==> config.mk <==
export PLATFORM = sky130hd
export DESIGN_NAME = poly_mult_engine
export DESIGN_NICKNAME = d
export VERILOG_FILES = /design/src/rtl/poly_mult_pkg.sv /design/src/rtl/poly_mult_idx_cnt.sv /design/src/rtl/poly_mult_engine.sv
export SDC_FILE = /design/constraint.sdc
export NUM_CORES = 1
export LEC_CHECK = 0
export ABC_AREA = 1
export BUFFER_PORTS_ARGS = -buffer_cell sky130_fd_sc_hd__buf_4
export CORE_ASPECT_RATIO = 1.1
export CORE_MARGIN = 2
export CORE_UTILIZATION = 58
export DETAILED_ROUTE_END_ITERATION = 8
export GPL_TIMING_DRIVEN = 0
export PLACE_DENSITY = 0.81
export SYNTH_ARGS = -nofsm -noshare
export SYNTH_HDL_FRONTEND = slang
export SYNTH_SLANG_ARGS = --single-unit
export TNS_END_PERCENT = 20
==> constraint.sdc <==
create_clock -name clk -period 7.7 [get_ports clk]
set_input_delay 0.77 -clock clk [delete_from_list [all_inputs] [get_ports clk]]
set_output_delay 0.77 -clock clk [all_outputs]
set_load 0.02 [all_outputs]
==> src/rtl/poly_mult_pkg.sv <==
// Shared types and default sizing for the polynomial multiply engine.
// Configuration macro: POLY_MULT_RING_REDUCE_EN enables folding modulo x^P - x - 1.
package poly_mult_pkg;

  localparam int unsigned POLY_P_DEF     = 761;
  localparam int unsigned POLY_A_W_DEF   = 13;
  localparam int unsigned POLY_B_W_DEF   = 13;
  localparam int unsigned POLY_ACC_W_DEF = 26;
  localparam int unsigned STATE_W        = 4;

  typedef enum logic [STATE_W-1:0] {
    ST_IDLE    = 4'd0,
    ST_CLR     = 4'd1,
    ST_MAC_RD  = 4'd2,
    ST_MAC_WR  = 4'd3,
    ST_FOLD_H  = 4'd4,
    ST_FOLD_L0 = 4'd5,
    ST_FOLD_W0 = 4'd6,
    ST_FOLD_W1 = 4'd7,
    ST_DONE    = 4'd8
  } state_e;

endpackage

==> src/rtl/poly_mult_idx_cnt.sv <==
// Loop indices for the engine: i/j walk the MAC grid, k walks the C array.
// Configuration macro: POLY_MULT_RING_REDUCE_EN (k_load_top/k_dec used only then).
module poly_mult_idx_cnt
  import poly_mult_pkg::*;
#(
  parameter int unsigned P      = 4,
  parameter int unsigned ADDR_W = 3
) (
  input  logic              clk,
  input  logic              rst_n,
  input  logic              ij_clr,
  input  logic              ij_inc,
  input  logic              k_clr,
  input  logic              k_inc,
  input  logic              k_load_top,
  input  logic              k_dec,
  output logic [ADDR_W-1:0] i,
  output logic [ADDR_W-1:0] j,
  output logic [ADDR_W-1:0] k,
  output logic              j_wrap_c,
  output logic              ij_wrap_c,
  output logic              k_top_c
);

  localparam logic [ADDR_W-1:0] LAST_IJ = ADDR_W'(P - 1);
  localparam logic [ADDR_W-1:0] K_TOP   = ADDR_W'(2 * P - 2);
  localparam logic [ADDR_W-1:0] ONE     = ADDR_W'(1);

  // Terminal-count flags
  assign j_wrap_c  = (j == LAST_IJ);
  assign ij_wrap_c = j_wrap_c && (i == LAST_IJ);
  assign k_top_c   = (k == K_TOP);

  // i/j row-major walk, k clear/load/step
  always_ff @(posedge clk) begin
    if (!rst_n) begin
      i <= '0;
      j <= '0;
      k <= '0;
    end else begin
      if (ij_clr) begin
        i <= '0;
        j <= '0;
      end else if (ij_inc) begin
        if (j_wrap_c) begin
          j <= '0;
          i <= i + ONE;
        end else begin
          j <= j + ONE;
        end
      end
      if (k_clr) begin
        k <= '0;
      end else if (k_load_top) begin
        k <= K_TOP;
      end else if (k_inc) begin
        k <= k + ONE;
      end else if (k_dec) begin
        k <= k - ONE;
      end
    end
  end

endmodule

==> src/rtl/poly_mult_engine.sv <==
// Schoolbook polynomial multiplier over external A/B/C memories:
// C[k] = sum A[i]*B[j] (i+j=k), mod 2^ACC_W, one read-modify-write per MAC.
// Configuration macro: POLY_MULT_RING_REDUCE_EN folds C modulo x^P - x - 1.
module poly_mult_engine
  import poly_mult_pkg::*;
#(
  parameter  int unsigned P      = POLY_P_DEF,
  parameter  int unsigned A_W    = POLY_A_W_DEF,
  parameter  int unsigned B_W    = POLY_B_W_DEF,
  parameter  int unsigned ACC_W  = POLY_ACC_W_DEF,
  localparam int unsigned ADDR_W = $clog2(2 * P - 1)
) (
  input  logic              clk,
  input  logic              rst_n,
  input  logic              start,
  output logic              busy,
  output logic              done,
  output logic [ADDR_W-1:0] a_addr,
  input  logic [A_W-1:0]    a_rdata,
  output logic [ADDR_W-1:0] b_addr,
  input  logic [B_W-1:0]    b_rdata,
  output logic [ADDR_W-1:0] c_raddr,
  input  logic [ACC_W-1:0]  c_rdata,
  output logic [ADDR_W-1:0] c_waddr,
  output logic [ACC_W-1:0]  c_wdata,
  output logic              c_we
);

  localparam int unsigned       PROD_W = A_W + B_W;
  localparam logic [ADDR_W-1:0] ONE    = ADDR_W'(1);
`ifdef POLY_MULT_RING_REDUCE_EN
  localparam logic [ADDR_W-1:0] K_TOP  = ADDR_W'(2 * P - 2);
  localparam logic [ADDR_W-1:0] P_A    = ADDR_W'(P);
  localparam logic [ADDR_W-1:0] P_M1_A = ADDR_W'(P - 1);
`endif

  state_e              state, state_nxt;
  logic [ADDR_W-1:0]   i, j, k;
  logic [ADDR_W-1:0]   i_nx_c, j_nx_c;
  logic                j_wrap_c, ij_wrap_c, k_top_c;
  logic                ij_clr, ij_inc, k_clr, k_inc, k_load_top, k_dec;
  logic                busy_d, done_d, c_we_d;
  logic [ADDR_W-1:0]   a_addr_d, b_addr_d, c_raddr_d, c_waddr_d;
  logic [PROD_W-1:0]   prod_c;
`ifdef POLY_MULT_RING_REDUCE_EN
  logic [ACC_W-1:0]    hi;
  logic                hi_ld;
`endif

  poly_mult_idx_cnt #(
    .P      (P),
    .ADDR_W (ADDR_W)
  ) u_idx (
    .clk        (clk),
    .rst_n      (rst_n),
    .ij_clr     (ij_clr),
    .ij_inc     (ij_inc),
    .k_clr      (k_clr),
    .k_inc      (k_inc),
    .k_load_top (k_load_top),
    .k_dec      (k_dec),
    .i          (i),
    .j          (j),
    .k          (k),
    .j_wrap_c   (j_wrap_c),
    .ij_wrap_c  (ij_wrap_c),
    .k_top_c    (k_top_c)
  );

  // Indices of the MAC following the current one
  assign i_nx_c = j_wrap_c ? i + ONE : i;
  assign j_nx_c = j_wrap_c ? '0 : j + ONE;

  assign prod_c = PROD_W'(a_rdata) * PROD_W'(b_rdata);

  // Write data depends on read data returned this cycle, so it is not registered
  always_comb begin
    c_wdata = '0;
    case (state)
      ST_MAC_WR:  c_wdata = c_rdata + ACC_W'(prod_c);
`ifdef POLY_MULT_RING_REDUCE_EN
      ST_FOLD_W0,
      ST_FOLD_W1: c_wdata = c_rdata + hi;
`endif
      default:    c_wdata = '0;
    endcase
  end

  // Next state, counter controls and next-cycle values of registered outputs
  always_comb begin
    state_nxt  = state;
    ij_clr     = 1'b0;
    ij_inc     = 1'b0;
    k_clr      = 1'b0;
    k_inc      = 1'b0;
    k_load_top = 1'b0;
    k_dec      = 1'b0;
    c_we_d     = 1'b0;
    a_addr_d   = a_addr;
    b_addr_d   = b_addr;
    c_raddr_d  = c_raddr;
    c_waddr_d  = c_waddr;
`ifdef POLY_MULT_RING_REDUCE_EN
    hi_ld      = 1'b0;
`endif
    case (state)
      ST_IDLE: begin
        if (start) begin
          state_nxt = ST_CLR;
          k_clr     = 1'b1;
          c_waddr_d = '0;
          c_we_d    = 1'b1;
        end
      end
      ST_CLR: begin
        if (k_top_c) begin
          state_nxt = ST_MAC_RD;
          ij_clr    = 1'b1;
          a_addr_d  = '0;
          b_addr_d  = '0;
          c_raddr_d = '0;
        end else begin
          k_inc     = 1'b1;
          c_waddr_d = k + ONE;
          c_we_d    = 1'b1;
        end
      end
      ST_MAC_RD: begin
        state_nxt = ST_MAC_WR;
        c_waddr_d = i + j;
        c_we_d    = 1'b1;
      end
      ST_MAC_WR: begin
        if (ij_wrap_c) begin
`ifdef POLY_MULT_RING_REDUCE_EN
          state_nxt  = ST_FOLD_H;
          k_load_top = 1'b1;
          c_raddr_d  = K_TOP;
`else
          state_nxt  = ST_DONE;
`endif
        end else begin
          state_nxt = ST_MAC_RD;
          ij_inc    = 1'b1;
          a_addr_d  = i_nx_c;
          b_addr_d  = j_nx_c;
          c_raddr_d = i_nx_c + j_nx_c;
        end
      end
`ifdef POLY_MULT_RING_REDUCE_EN
      ST_FOLD_H: begin
        state_nxt = ST_FOLD_L0;
        c_raddr_d = k - P_A;
      end
      ST_FOLD_L0: begin
        state_nxt = ST_FOLD_W0;
        hi_ld     = 1'b1;
        c_raddr_d = k - P_M1_A;
        c_waddr_d = k - P_A;
        c_we_d    = 1'b1;
      end
      ST_FOLD_W0: begin
        state_nxt = ST_FOLD_W1;
        c_waddr_d = k - P_M1_A;
        c_we_d    = 1'b1;
      end
      ST_FOLD_W1: begin
        if (k == P_A) begin
          state_nxt = ST_DONE;
        end else begin
          state_nxt = ST_FOLD_H;
          k_dec     = 1'b1;
          c_raddr_d = k - ONE;
        end
      end
`endif
      ST_DONE: begin
        state_nxt = ST_IDLE;
      end
      default: begin
        state_nxt = ST_IDLE;
      end
    endcase
    busy_d = (state_nxt != ST_IDLE);
    done_d = (state_nxt == ST_DONE);
  end

  // State and registered outputs
  always_ff @(posedge clk) begin
    if (!rst_n) begin
      state   <= ST_IDLE;
      busy    <= 1'b0;
      done    <= 1'b0;
      c_we    <= 1'b0;
      a_addr  <= '0;
      b_addr  <= '0;
      c_raddr <= '0;
      c_waddr <= '0;
    end else begin
      state   <= state_nxt;
      busy    <= busy_d;
      done    <= done_d;
      c_we    <= c_we_d;
      a_addr  <= a_addr_d;
      b_addr  <= b_addr_d;
      c_raddr <= c_raddr_d;
      c_waddr <= c_waddr_d;
    end
  end

`ifdef POLY_MULT_RING_REDUCE_EN
  // Coefficient being folded, captured as C[k] returns
  always_ff @(posedge clk) begin
    if (!rst_n) begin
      hi <= '0;
    end else if (hi_ld) begin
      hi <= c_rdata;
    end
  end
`endif

endmodule

# ---- Word-level counts from Yosys, hierarchy flattened
# Index checks and enable logic that the tools add are counted.
dict set report classes {
  addsub 6
  bitwise_logic 1
  n_mux 26
  n_reduce_logical 9
  n_mul 1
  n_eq_ne 11
}
# op n
set op_table {}
lappend op_table {{11-bit 2-to-1 mux} 8}
lappend op_table {{11-bit one-hot mux with 2 select lines} 3}
lappend op_table {{11-bit by 1-bit adder with 11-bit output (second input constant)} 3}
lappend op_table {{11-bit one-hot mux with 3 select lines} 1}
lappend op_table {{26-bit adder} 1}
lappend op_table {{13-bit by 13-bit multiplier with 26-bit output} 1}
lappend op_table {{26-bit 2-to-1 mux} 1}
lappend op_table {{11-bit adder} 2}
lappend op_table {{11-bit by 10-bit == test with 1-bit output (second input constant)} 2}
lappend op_table {{4-bit one-hot mux with 4 select lines} 1}
lappend op_table {{4-bit 2-to-1 mux} 3}
lappend op_table {{11-bit == test (second input constant)} 1}
lappend op_table {{4-bit by 2-bit == test with 1-bit output (second input constant)} 2}
lappend op_table {{1-bit 2-to-1 mux} 8}
lappend op_table {{2-bit != test (second input constant)} 4}
lappend op_table {{3-bit AND reduction} 2}
lappend op_table {{4-bit by 1-bit == test with 1-bit output (second input constant)} 1}
lappend op_table {{4-bit == test (second input constant)} 1}
lappend op_table {{4-bit logical NOT} 1}
lappend op_table {{4-bit nonzero test} 1}
lappend op_table {{2-bit OR reduction} 2}
lappend op_table {{1-bit one-hot mux with 3 select lines} 1}
lappend op_table {{3-bit nonzero test} 1}
lappend op_table {{2-bit nonzero test} 1}
lappend op_table {{other kinds (2)} 2}
dict set report word_totals {
  word_cells 65
  output_inout_bits 73
  reg_bits 84
}

# ---- Longest topological paths before layout
# Gate-level depths: netlist of the first run.
dict set report logic_depth {
  word_depth 5
  mapped_depth 27
}

# ---- Hierarchy
# From an unflattened synthesis of the first run, not the netlist that was laid out.
dict set report hier_totals {
  cells_unflattened 1833
  area_unflattened_um2 12552.0
}
# mod cells_each instances area_per_inst_um2
set by_module_without_submodules {}
lappend by_module_without_submodules {poly_mult_engine 1512 1 10408.7}
lappend by_module_without_submodules {poly_mult_idx_cnt 321 1 2143.3}

# ---- Worst setup path before layout of the first run
# OpenSTA, ideal clock, no wires.
dict set report synth_path {
  path_type {input-to-output}
  from {input port b_rdata[3]}
  to {output port c_wdata[23]}
  stages 24
  path_slack_ps 1089
  arrival_time_ps 5841
  n_path_buf 1
  required_time_ps 6930
  cell_sequence {clkbuf_1 -> nand2_1 -> inv_1 -> fa_1 -> inv_1 -> fa_1 -> inv_1 -> fa_1 -> inv_1 -> fa_1 -> inv_1 -> fa_1 -> inv_1 -> fa_1 -> inv_1 -> ha_1 -> a21oi_1 -> o21ai_0 -> a21oi_1 -> o21ai_0 -> a21oi_1 -> nand2b_1 -> inv_1 -> nor2_1}
}
dict set report synth_between {
  elab_chain_cells 3
}
# item line
set synth_rtl {}
lappend synth_rtl {{start, declared} poly_mult_engine.sv:21} ;# input logic [B_W-1:0] b_rdata,
lappend synth_rtl {{13-bit by 13-bit multiplier with 26-bit output} poly_mult_engine.sv:74} ;# assign prod_c = PROD_W'(a_rdata) * PROD_W'(b_rdata);
lappend synth_rtl {{26-bit adder} poly_mult_engine.sv:80} ;# ST_MAC_WR: c_wdata = c_rdata + ACC_W'(prod_c);
lappend synth_rtl {{26-bit 2-to-1 mux} poly_mult_engine.sv:79} ;# case (state)
lappend synth_rtl {{end, declared} poly_mult_engine.sv:25} ;# output logic [ACC_W-1:0] c_wdata,
# No other way between the ends.

# ---- Worst setup path in the final report of the first run
dict set report layout_path {
  from {input port b_rdata[1]}
  to {output port c_wdata[23]}
}
# Same word-level chain as after synthesis.

==> results of run 1 <==
## state kept, by name, indices dropped and copies added (netlist names)
| signal | count |
|---|---|
| c_waddr | 11 |
| b_addr | 11 |
| u_idx.j | 11 |
| c_we | 1 |
| busy | 1 |
| done | 1 |
| u_idx.i | 11 |
| a_addr | 11 |
| c_raddr | 11 |
| u_idx.k | 11 |
| state | 4 |
## path summary, 6_finish.rpt
path / endpoint / slack [ns] / cells past startpoint / from
hold reg to reg: a_addr[2] / 0.46 / 2 / a_addr[2]
hold / removal: a_addr[2] / 0.46 / 2 / a_addr[2]
setup / recovery: c_wdata[23] / 0.40 / 26 / b_rdata[1]
setup reg to reg: c_raddr[8] / 4.55 / 15 / u_idx.j[0]
## cell families after synthesis
kind of cell,after synthesis,synth area share [%]
simple gates,572,20.5
xor+xnor,30,2.28
flops,84,14.6
other cells,1,0.0326
fa+ha+maj,248,36.4
compound gates,235,11.1
buf+inv,447,15.1
## cell type report
class                   count  area share, %
multi-input cells        1086           61.9
flip-flops and latches     84           12.9
inverters                 400           11.5
repair buffers            126           7.25
well taps                 252           2.42
clock buffers              10           1.83
plain buffers              41           1.63
clock inverters             6          0.537
## power by group
group / internal, mW / leakage, nW / switching [mW]
sequential: 0.441 / 0.679 / 0.00447
combinational: 1.32 / 6.22 / 2.32
clock: 0.264 / 0.153 / 0.203
total: 2.03 / 7.05 / 2.53
## layer usage
| layer | vias up | track usage [%] |
|---|---|---|
| met2 | 407 | 57.9 |
| met1 | 5050 | 35.2 |
| met3 | 104 | 5.06 |
| li1 | 5184 | - |
| met4 | 0 | 15.1 |
| met5 | - | 0 |
## critical path, cell delays in order
cell      delay, ns
buf_4          0.13
clkbuf_1       0.28
nand2_1        0.15
inv_1          0.06
fa_1           0.47
inv_1          0.06
fa_1           0.53
inv_1          0.05
fa_1           0.50
inv_1          0.05
fa_1           0.47
inv_1          0.06
fa_1           0.54
inv_1          0.06
fa_1           0.51
inv_1          0.05
ha_1           0.34
a21oi_1        0.24
o21ai_1        0.14
a21oi_1        0.14
o21ai_1        0.15
a21oi_1        0.22
nand2b_1       0.13
inv_1          0.04
nor2_1         0.22
buf_4          0.20
## through the flow
stage | hold WS, ns | area, µm² | util, %
CTS | 0.464 | 13100 | 66.5
floorplan | 0.445 | 11500 | -
finish | 0.460 | 13100 | 66.4
detailed placement | 0.453 | 12800 | 64.9
global route | 0.476 | 13100 | 66.4
global placement | 0.450 | 12800 | 64.9
## synth_stat cells, drive strengths merged, types with 4 or more instances
| cell type | number |
|---|---|
| dfxtp | 84 |
| inv | 398 |
| nor2 | 95 |
| ha | 104 |
| fa | 144 |
| o22ai | 8 |
| clkbuf | 35 |
| o21ai | 67 |
| a21oi | 131 |
| xnor2 | 8 |
| nor3 | 16 |
| buf | 12 |
| o211ai | 5 |
| nand2 | 385 |
| o21bai | 8 |
| xor2 | 22 |
| nand4 | 18 |
| nand3 | 50 |
| a211oi | 4 |
## what timing repair did
| item | 4_1_cts | 5_1_grt |
|---|---|---|
| resized for setup | 0 | 2 |
| buffers inserted | 0 | 0 |
| endpoints found under the setup margin | 0 | 2 |
==> results.json, run 1 <==
{
  "cp.arrival_ns": 6.53,
  "grt_pass1_vias": 10700,
  "synth_nets": 1920,
  "via_per_inst": 5.36,
  "cp-start-kind": "primary input",
  "globalplace.congestion": 0.984,
  "cts_root_buffer": "clkbuf_16",
  "avgSynthCellArea_um2": 7.11,
  "yosys_warnings": 0,
  "ir_drop_v": 0.000441,
  "nFillCells": 1789,
  "drt_wl_total_um": 32100,
  "finalMaxSlewViolations": 0,
  "layout-drive-gt1-share_pct": 10.1,
  "fin_ws_ns": 0.400,
  "clock_latency_ns": 0.35,
  "end_kind": "output port",
  "grt_max_degree": 16,
  "drt_iter0_drc": 648,
  "yosysTopAreaCellShare_pct": 25.1,
  "p_leak_nw": 7.05,
  "mostFrequentLayoutCells": "inv_1 (391), nand2_1 (382), fa_1 (144), buf_4 (129), a21oi_1 (128)",
  "syn_area_um2": 11500,
  "routed-via-count": 10700,
  "ys_seq_elements": 84,
  "hp-class": "reg2reg",
  "rows": 54,
  "synth_edf_count": 0,
  "htree_levels": 3,
  "drc": 0,
  "pre_cts_ws_ns": 0.277,
  "highest_layer": "met4",
  "hpwl_um": 26800,
  "portBuffers": 126,
  "final_common_cell": "inv_1",
  "clockBufferDepth": 2,
  "multi_input_area_um2": 8080,
  "crit_required_ns": 6.93,
  "nNetsFinal": 2051,
  "status": "finished, final reports clean",
  "yosysSeqAreaShare_pct": 14.6,
  "dieHeight_um": 152,
  "register_area_um2": 1680,
  "finalPower_mw": 4.56,
  "cts_tree": "built",
  "finalCriticalPeriod_ns": 7.30,
  "relSlewSlack_pct": 53.3,
  "wl_met2_um": 16600,
  "stdcell_count": 2005,
  "maxCapViolCount": 0,
  "io_pins": 128,
  "gr-total-overflow": 0,
  "grt_usage_pct": 31.2,
  "cts.clk_slew.worst_paths_ns": 0.07,
  "dp_cells": 1995,
  "holdBufCountCts": 0,
  "die_area_um2": 21000,
  "antenna_found_initial": 0,
  "drt.antenna.violating_nets": 0,
  "worst-path-max-fanout": 10,
  "antenna_cells": 0,
  "cts_num_sinks": 84,
  "rsz0062_at_grt": "false",
  "syn_inst": 1617,
  "yosys.area.top_type": "fa_1",
  "hold_violations": 0,
  "setup_viol": 0,
  "period_share_pct": 94.8,
  "async_reset_ff_share_pct": 0,
  "ys.flop_type": "dfxtp_1",
  "path_class": "in2out",
  "wire_per_inst_um": 16.0,
  "tns_ns": 0,
  "firstDrtPassIters": 6,
  "core-area_um2": 19700,
  "max_freq_mhz": 137,
  "yosys.cell_types.count": 46,
  "tightest_slew_ns": 0.701,
  "synth_area_leaders": "fa_1 (25%), dfxtp_1 (15%), inv_1 (13%), nand2_1 (12%), ha_1 (11%)",
  "finalClockSkew_ns": 0.0144,
  "syn_to_final_growth_pct": 13.5,
  "power_density_nw_per_um2": 349,
  "wl_met1_um": 11900,
  "dr_wl_met3_um": 2040,
  "die_w_um": 138,
  "cts_buffers": 9,
  "initial_core_util_pct": 58.5,
  "grt_pass1_wl_um": 52300
}
(Power assumes the default switching activity.)
==> run 2: changes to the inputs <==
--- a/config.mk
+++ b/config.mk
@@ -9,10 +9,10 @@
 export BUFFER_PORTS_ARGS = -buffer_cell sky130_fd_sc_hd__buf_4
 export CORE_ASPECT_RATIO = 1.1
 export CORE_MARGIN = 2
-export CORE_UTILIZATION = 58
+export CORE_UTILIZATION = 29
 export DETAILED_ROUTE_END_ITERATION = 8
 export GPL_TIMING_DRIVEN = 0
-export PLACE_DENSITY = 0.81
+export PLACE_DENSITY = 0.47
 export SYNTH_ARGS = -nofsm -noshare
 export SYNTH_HDL_FRONTEND = slang
 export SYNTH_SLANG_ARGS = --single-unit
==> run 2 against run 1 <==
Sequential cell count did not move. First-iteration DRC count fell by 17%. Sequential power barely moved. Via count fell by 4.5%. Cell count rose by 12%. Clock power fell by 12%. Combinational power rose by 3%. Global-route usage fell by 14 points. Highest routed layer unchanged.
==> results.json, run 2 (synthesized netlist as in run 1, its figures left out) <==
{
  "dieHeight_um": 213,
  "crit_required_ns": 6.93,
  "wire_per_inst_um": 15.6,
  "nNetsFinal": 2044,
  "drt_iter0_drc": 538,
  "max_freq_mhz": 137,
  "r2r_start": "u_idx.j[0]",
  "via_per_inst": 4.55,
  "path_class": "in2out",
  "hpwl_um": 30100,
  "cts_setup_buffers": 0,
  "finalMaxSlewViolations": 0,
  "maxCapViolCount": 0,
  "cp.arrival_ns": 6.54,
  "fin_area_um2": 13300,
  "firstDrtPassIters": 5,
  "rr_worst_depth": 15,
  "reg2reg_to": "c_raddr[8]",
  "grt_usage_pct": 17.5,
  "grt_pass1_wl_um": 56900,
  "die_area_um2": 41300,
  "drt.antenna.violating_nets": 0,
  "relSlewSlack_pct": 53.6,
  "core-area_um2": 39200,
  "finalClockSkew_ns": 0.00875,
  "end_kind": "output port",
  "status": "finished, final reports clean",
  "clockBufferDepth": 2,
  "globalplace.congestion": 0.877,
  "finalCriticalPeriod_ns": 7.31,
  "p_leak_nw": 7.03,
  "gr-total-overflow": 0,
  "antenna_found_initial": 0,
  "ir_drop_v": 0.000307,
  "hold_violations": 0,
  "setup_viol": 0,
  "io_pins": 128,
  "finalPower_mw": 4.61,
  "syn_to_final_growth_pct": 15.7,
  "layout-drive-gt1-share_pct": 10.1,
  "grt_pass1_vias": 10500,
  "power_density_nw_per_um2": 346,
  "dpl-instance-area_um2": 13100,
  "critPathLaunch": "b_rdata[6]",
  "cts_num_sinks": 84,
  "grt_max_degree": 14,
  "tightest_slew_ns": 0.697,
  "crit_end": "c_wdata[23]",
  "stdcell_count": 2253,
  "cp-start-kind": "primary input",
  "rsz0062_at_grt": "false",
  "final_common_cell": "inv_1",
  "drt_wl_total_um": 35200,
  "antenna_cells": 0,
  "rows": 76,
  "cts_tree": "built",
  "initial_core_util_pct": 29.4,
  "dp_cells": 2250,
  "r2r_slack_ns": 4.60,
  "cts_buffers": 9,
  "period_share_pct": 94.9,
  "die_w_um": 194,
  "worst-path-max-fanout": 10,
  "routed-via-count": 10300,
  "drc": 0,
  "cts.clk_slew.worst_paths_ns": 0.06,
  "hp-class": "reg2reg",
  "clock_latency_ns": 0.35,
  "portBuffers": 126,
  "mostFrequentLayoutCells": "inv_1 (391), nand2_1 (382), fa_1 (144), buf_4 (129), a21oi_1 (128)",
  "htree_levels": 3,
  "cts_root_buffer": "clkbuf_16"
}
-- run 2: cell count changes in the layout (fill, tap and decap cells not counted), sizes merged --
cell,before,now
clkinvlp,0,1
inv,400,398
clkbuf,39,33
clkinv,5,6
bufinv,1,0
-- run 2: layout make-up --
| class | instances | area [µm²] |
|---|---|---|
| flip-flops and latches | 84 | 1680 |
| clock inverters | 5 | 27.5 |
| fillers | 4379 | 25900 |
| repair buffers | 126 | 946 |
| inverters | 400 | 1500 |
| multi-input cells | 1086 | 8080 |
| clock buffers | 11 | 243 |
| well taps | 507 | 634 |
| plain buffers | 34 | 188 |
-- run 2: critical path: stages --
cell and delay [ns]:
buf_4 0.11, clkbuf_1 0.51, nand2_1 0.15, fa_1 0.49, fa_1 0.52, inv_1 0.06, fa_1 0.57, fa_1 0.43
fa_1 0.53, inv_1 0.07, fa_1 0.51, inv_1 0.04, ha_1 0.40, nand2_1 0.12, nor2_1 0.14, nand2_1 0.06
o21ai_1 0.38, a21oi_1 0.15, nand2_1 0.09, nand2_1 0.05, nor2_1 0.20, buf_4 0.18
-- run 2: where the power goes --
part           leakage [nW]  switching (mW)  internal (mW)
Sequential            0.679         0.00400          0.441
Combinational          6.22            2.41           1.34
Clock                 0.135           0.183          0.225
Total                  7.03            2.60           2.01
-- run 2: how the worst min path moves through the flow --
stage | endpoint | startpoint | slack [ns] | cells after the start
after global routing | a_addr[2] | a_addr[2] | 0.48 | 2
after floorplan | u_idx.k[10] | u_idx.k[10] | 0.45 | 2
after detailed placement | a_addr[9] | a_addr[9] | 0.45 | 2
after CTS | c_raddr[6] | c_raddr[6] | 0.47 | 2
after global placement | b_addr[4] | b_addr[4] | 0.45 | 2
final | a_addr[4] | a_addr[4] | 0.46 | 2
-- run 2: repair_timing --
| item | in CTS | in global routing |
|---|---|---|
| gates resized for setup | 1 | 2 |
| hold buffers | 0 | 0 |
| setup endpoints to repair | 3 | 3 |
-- run 2: stage by stage --
stage	setup WS, ns	util, %	hold slack (ns)	setup TNS (ns)
after floorplan	1.09	-	0.445	0
final	0.390	34.0	0.462	0
after CTS	0.150	34.1	0.468	0
after global placement	-0.0773	33.4	0.451	-0.0773
after global routing	0.0458	34.0	0.483	0
after detailed placement	-0.106	33.4	0.452	-0.112
-- run 2: routing by layer --
metal	vias to the layer above	GRT usage, %	wire length (µm)
li1	5166	-	-
met1	4842	22.2	15500
met2	221	31.3	17500
met3	33	2.83	1680
met4	0	3.84	543
met5	-	0	0
==> run 3: changes to the inputs <==
==> constraint.sdc (replaced) <==
create_clock -name clk -period 7.7 [get_ports clk]
set_input_delay 0.77 -clock clk [delete_from_list [all_inputs] [get_ports clk]]
set_output_delay 0.77 -clock clk [all_outputs]
set_load 0.01 [all_outputs]
==> run 3 against run 2 <==
Clock power about the same. Sequential power about the same. Die area unchanged. Worst hold slack about the same. Power is essentially flat. Combinational power barely moved. Critical path depth did not move. Worst setup slack got worse by 0.043 ns. Count of clock-buffer cells in the layout stayed put. Critical endpoint unchanged. Largest power group unchanged.
==> results.json, run 3 (synthesized netlist as in run 1, its figures left out) <==
{
  "finalPower_mw": 4.61,
  "crit_required_ns": 6.93,
  "drt_iter0_drc": 488,
  "ir_drop_v": 0.000308,
  "finalMaxSlewViolations": 0,
  "cp.arrival_ns": 6.58,
  "finalClockSkew_ns": 0.00905,
  "hpwl_um": 30100,
  "cts_buffers": 9,
  "htree_levels": 3,
  "dpl-instance-area_um2": 13100,
  "cp-start-kind": "primary input",
  "path_class": "in2out",
  "pre_cts_ws_ns": -0.0846,
  "rsz0062_at_grt": "false",
  "drt_wl_total_um": 35200,
  "cts_tree": "built",
  "max_freq_mhz": 136,
  "hold_violations": 0,
  "worst-path-max-fanout": 10,
  "initial_core_util_pct": 29.4,
  "dp_cells": 2250,
  "end_kind": "output port",
  "antenna_found_initial": 0,
  "p_seq_share_pct": 9.7,
  "antenna_cells": 0,
  "combPwrFrac_pct": 81.5,
  "switchingPower_mw": 2.60,
  "routed-via-count": 10200,
  "p_leak_nw": 7.03,
  "clockBufferDepth": 2,
  "netSwitchingFraction_pct": 56.4,
  "via_per_inst": 4.54,
  "cts_root_buffer": "clkbuf_16",
  "layout-drive-gt1-share_pct": 10.1,
  "setup_viol": 0,
  "cts_setup_buffers": 0,
  "grt_max_degree": 14,
  "syn_to_final_growth_pct": 15.7,
  "stdcell_count": 2255,
  "gr-total-overflow": 0,
  "grt_pass1_vias": 10500,
  "rows": 76,
  "utilization_pct": 34.0,
  "io_pins": 128,
  "portBuffers": 126,
  "drc": 0,
  "clock_latency_ns": 0.35,
  "status": "finished, final reports clean",
  "dieHeight_um": 213,
  "cts.clk_slew.worst_paths_ns": 0.06,
  "grt_usage_pct": 17.5,
  "mostFrequentLayoutCells": "inv_1 (391), nand2_1 (382), fa_1 (144), buf_4 (129), a21oi_1 (128)",
  "core-area_um2": 39200,
  "tns_ns": 0,
  "hp-class": "reg2reg",
  "power_frac_clock_pct": 8.8,
  "fin_area_um2": 13300,
  "nNetsFinal": 2046,
  "grt_pass1_wl_um": 56900,
  "maxCapViolCount": 0,
  "wire_per_inst_um": 15.6,
  "globalplace.congestion": 0.877,
  "fin_ws_ns": 0.347,
  "power_density_nw_per_um2": 346,
  "finalCriticalPeriod_ns": 7.35,
  "period_share_pct": 95.5,
  "tightest_slew_ns": 0.702,
  "final_common_cell": "inv_1",
  "die_w_um": 194,
  "die_area_um2": 41300,
  "relSlewSlack_pct": 53.2,
  "drt.antenna.violating_nets": 0,
  "cts_num_sinks": 84,
  "firstDrtPassIters": 5,
  "p_int_mw": 2.01,
  "timing.hold.ws_ns": 0.462
}
## run 3: cell type report
cell class | instances | area [µm²]
Fill cell | 4380 | 25900
Buffer | 36 | 195
Sequential cell | 84 | 1680
Clock inverter | 5 | 27.5
Multi-Input combinational cell | 1086 | 8080
Clock buffer | 11 | 243
Tap cell | 507 | 634
Inverter | 400 | 1500
Timing Repair Buffer | 126 | 946
## run 3: power groups by stage
stage | logic, mW | clock network, mW | registers (mW)
2_1_floorplan | 2.79 | 0 | 0.456
3_3_place_gp | 3.78 | 0 | 0.455
3_5_place_dp | 3.78 | 0 | 0.455
4_1_cts | 3.81 | 0.416 | 0.445
5_1_grt | 4.37 | 0.434 | 0.446
6_report | 3.76 | 0.407 | 0.445
## run 3: final timing paths
| check | start | to | slack [ns] | depth (start not counted) |
|---|---|---|---|---|
| worst max-delay path | a_rdata[8] | c_wdata[23] | 0.35 | 22 |
| worst min-delay path | a_addr[4] | a_addr[4] | 0.46 | 2 |
| worst max register to register | u_idx.j[0] | c_raddr[8] | 4.60 | 15 |
| worst min register to register | a_addr[4] | a_addr[4] | 0.46 | 2 |
## run 3: per-layer routing
metal	share of wire [%]	GRT usage (%)	up-vias	wire length [µm]
met5	0	0	-	0
met4	1.7	3.84	0	595
met3	4.6	2.83	37	1630
met2	50	31.3	216	17500
met1	44	22.2	4823	15500
li1	-	-	5169	-
## run 3: critical path, stage by stage
cell and delay, ns:
buf_4 0.10, clkbuf_1 0.52, nand2_1 0.17, fa_1 0.55, fa_1 0.52, inv_1 0.06, fa_1 0.56, fa_1 0.43
fa_1 0.53, inv_1 0.07, fa_1 0.51, inv_1 0.04, ha_1 0.40, nand2_1 0.12, nor2_1 0.14, nand2_1 0.06
o21ai_1 0.37, a21oi_1 0.15, nand2_1 0.09, nand2_1 0.05, nor2_1 0.20, buf_4 0.16
## run 3: timing repair
| item | CTS | global route |
|---|---|---|
| endpoints found under the hold margin | 0 | 0 |
| hold buffers | 0 | 0 |
| setup endpoints to repair | 2 | 3 |
| gates cloned | 0 | 0 |
| gates resized for setup | 1 | 2 |
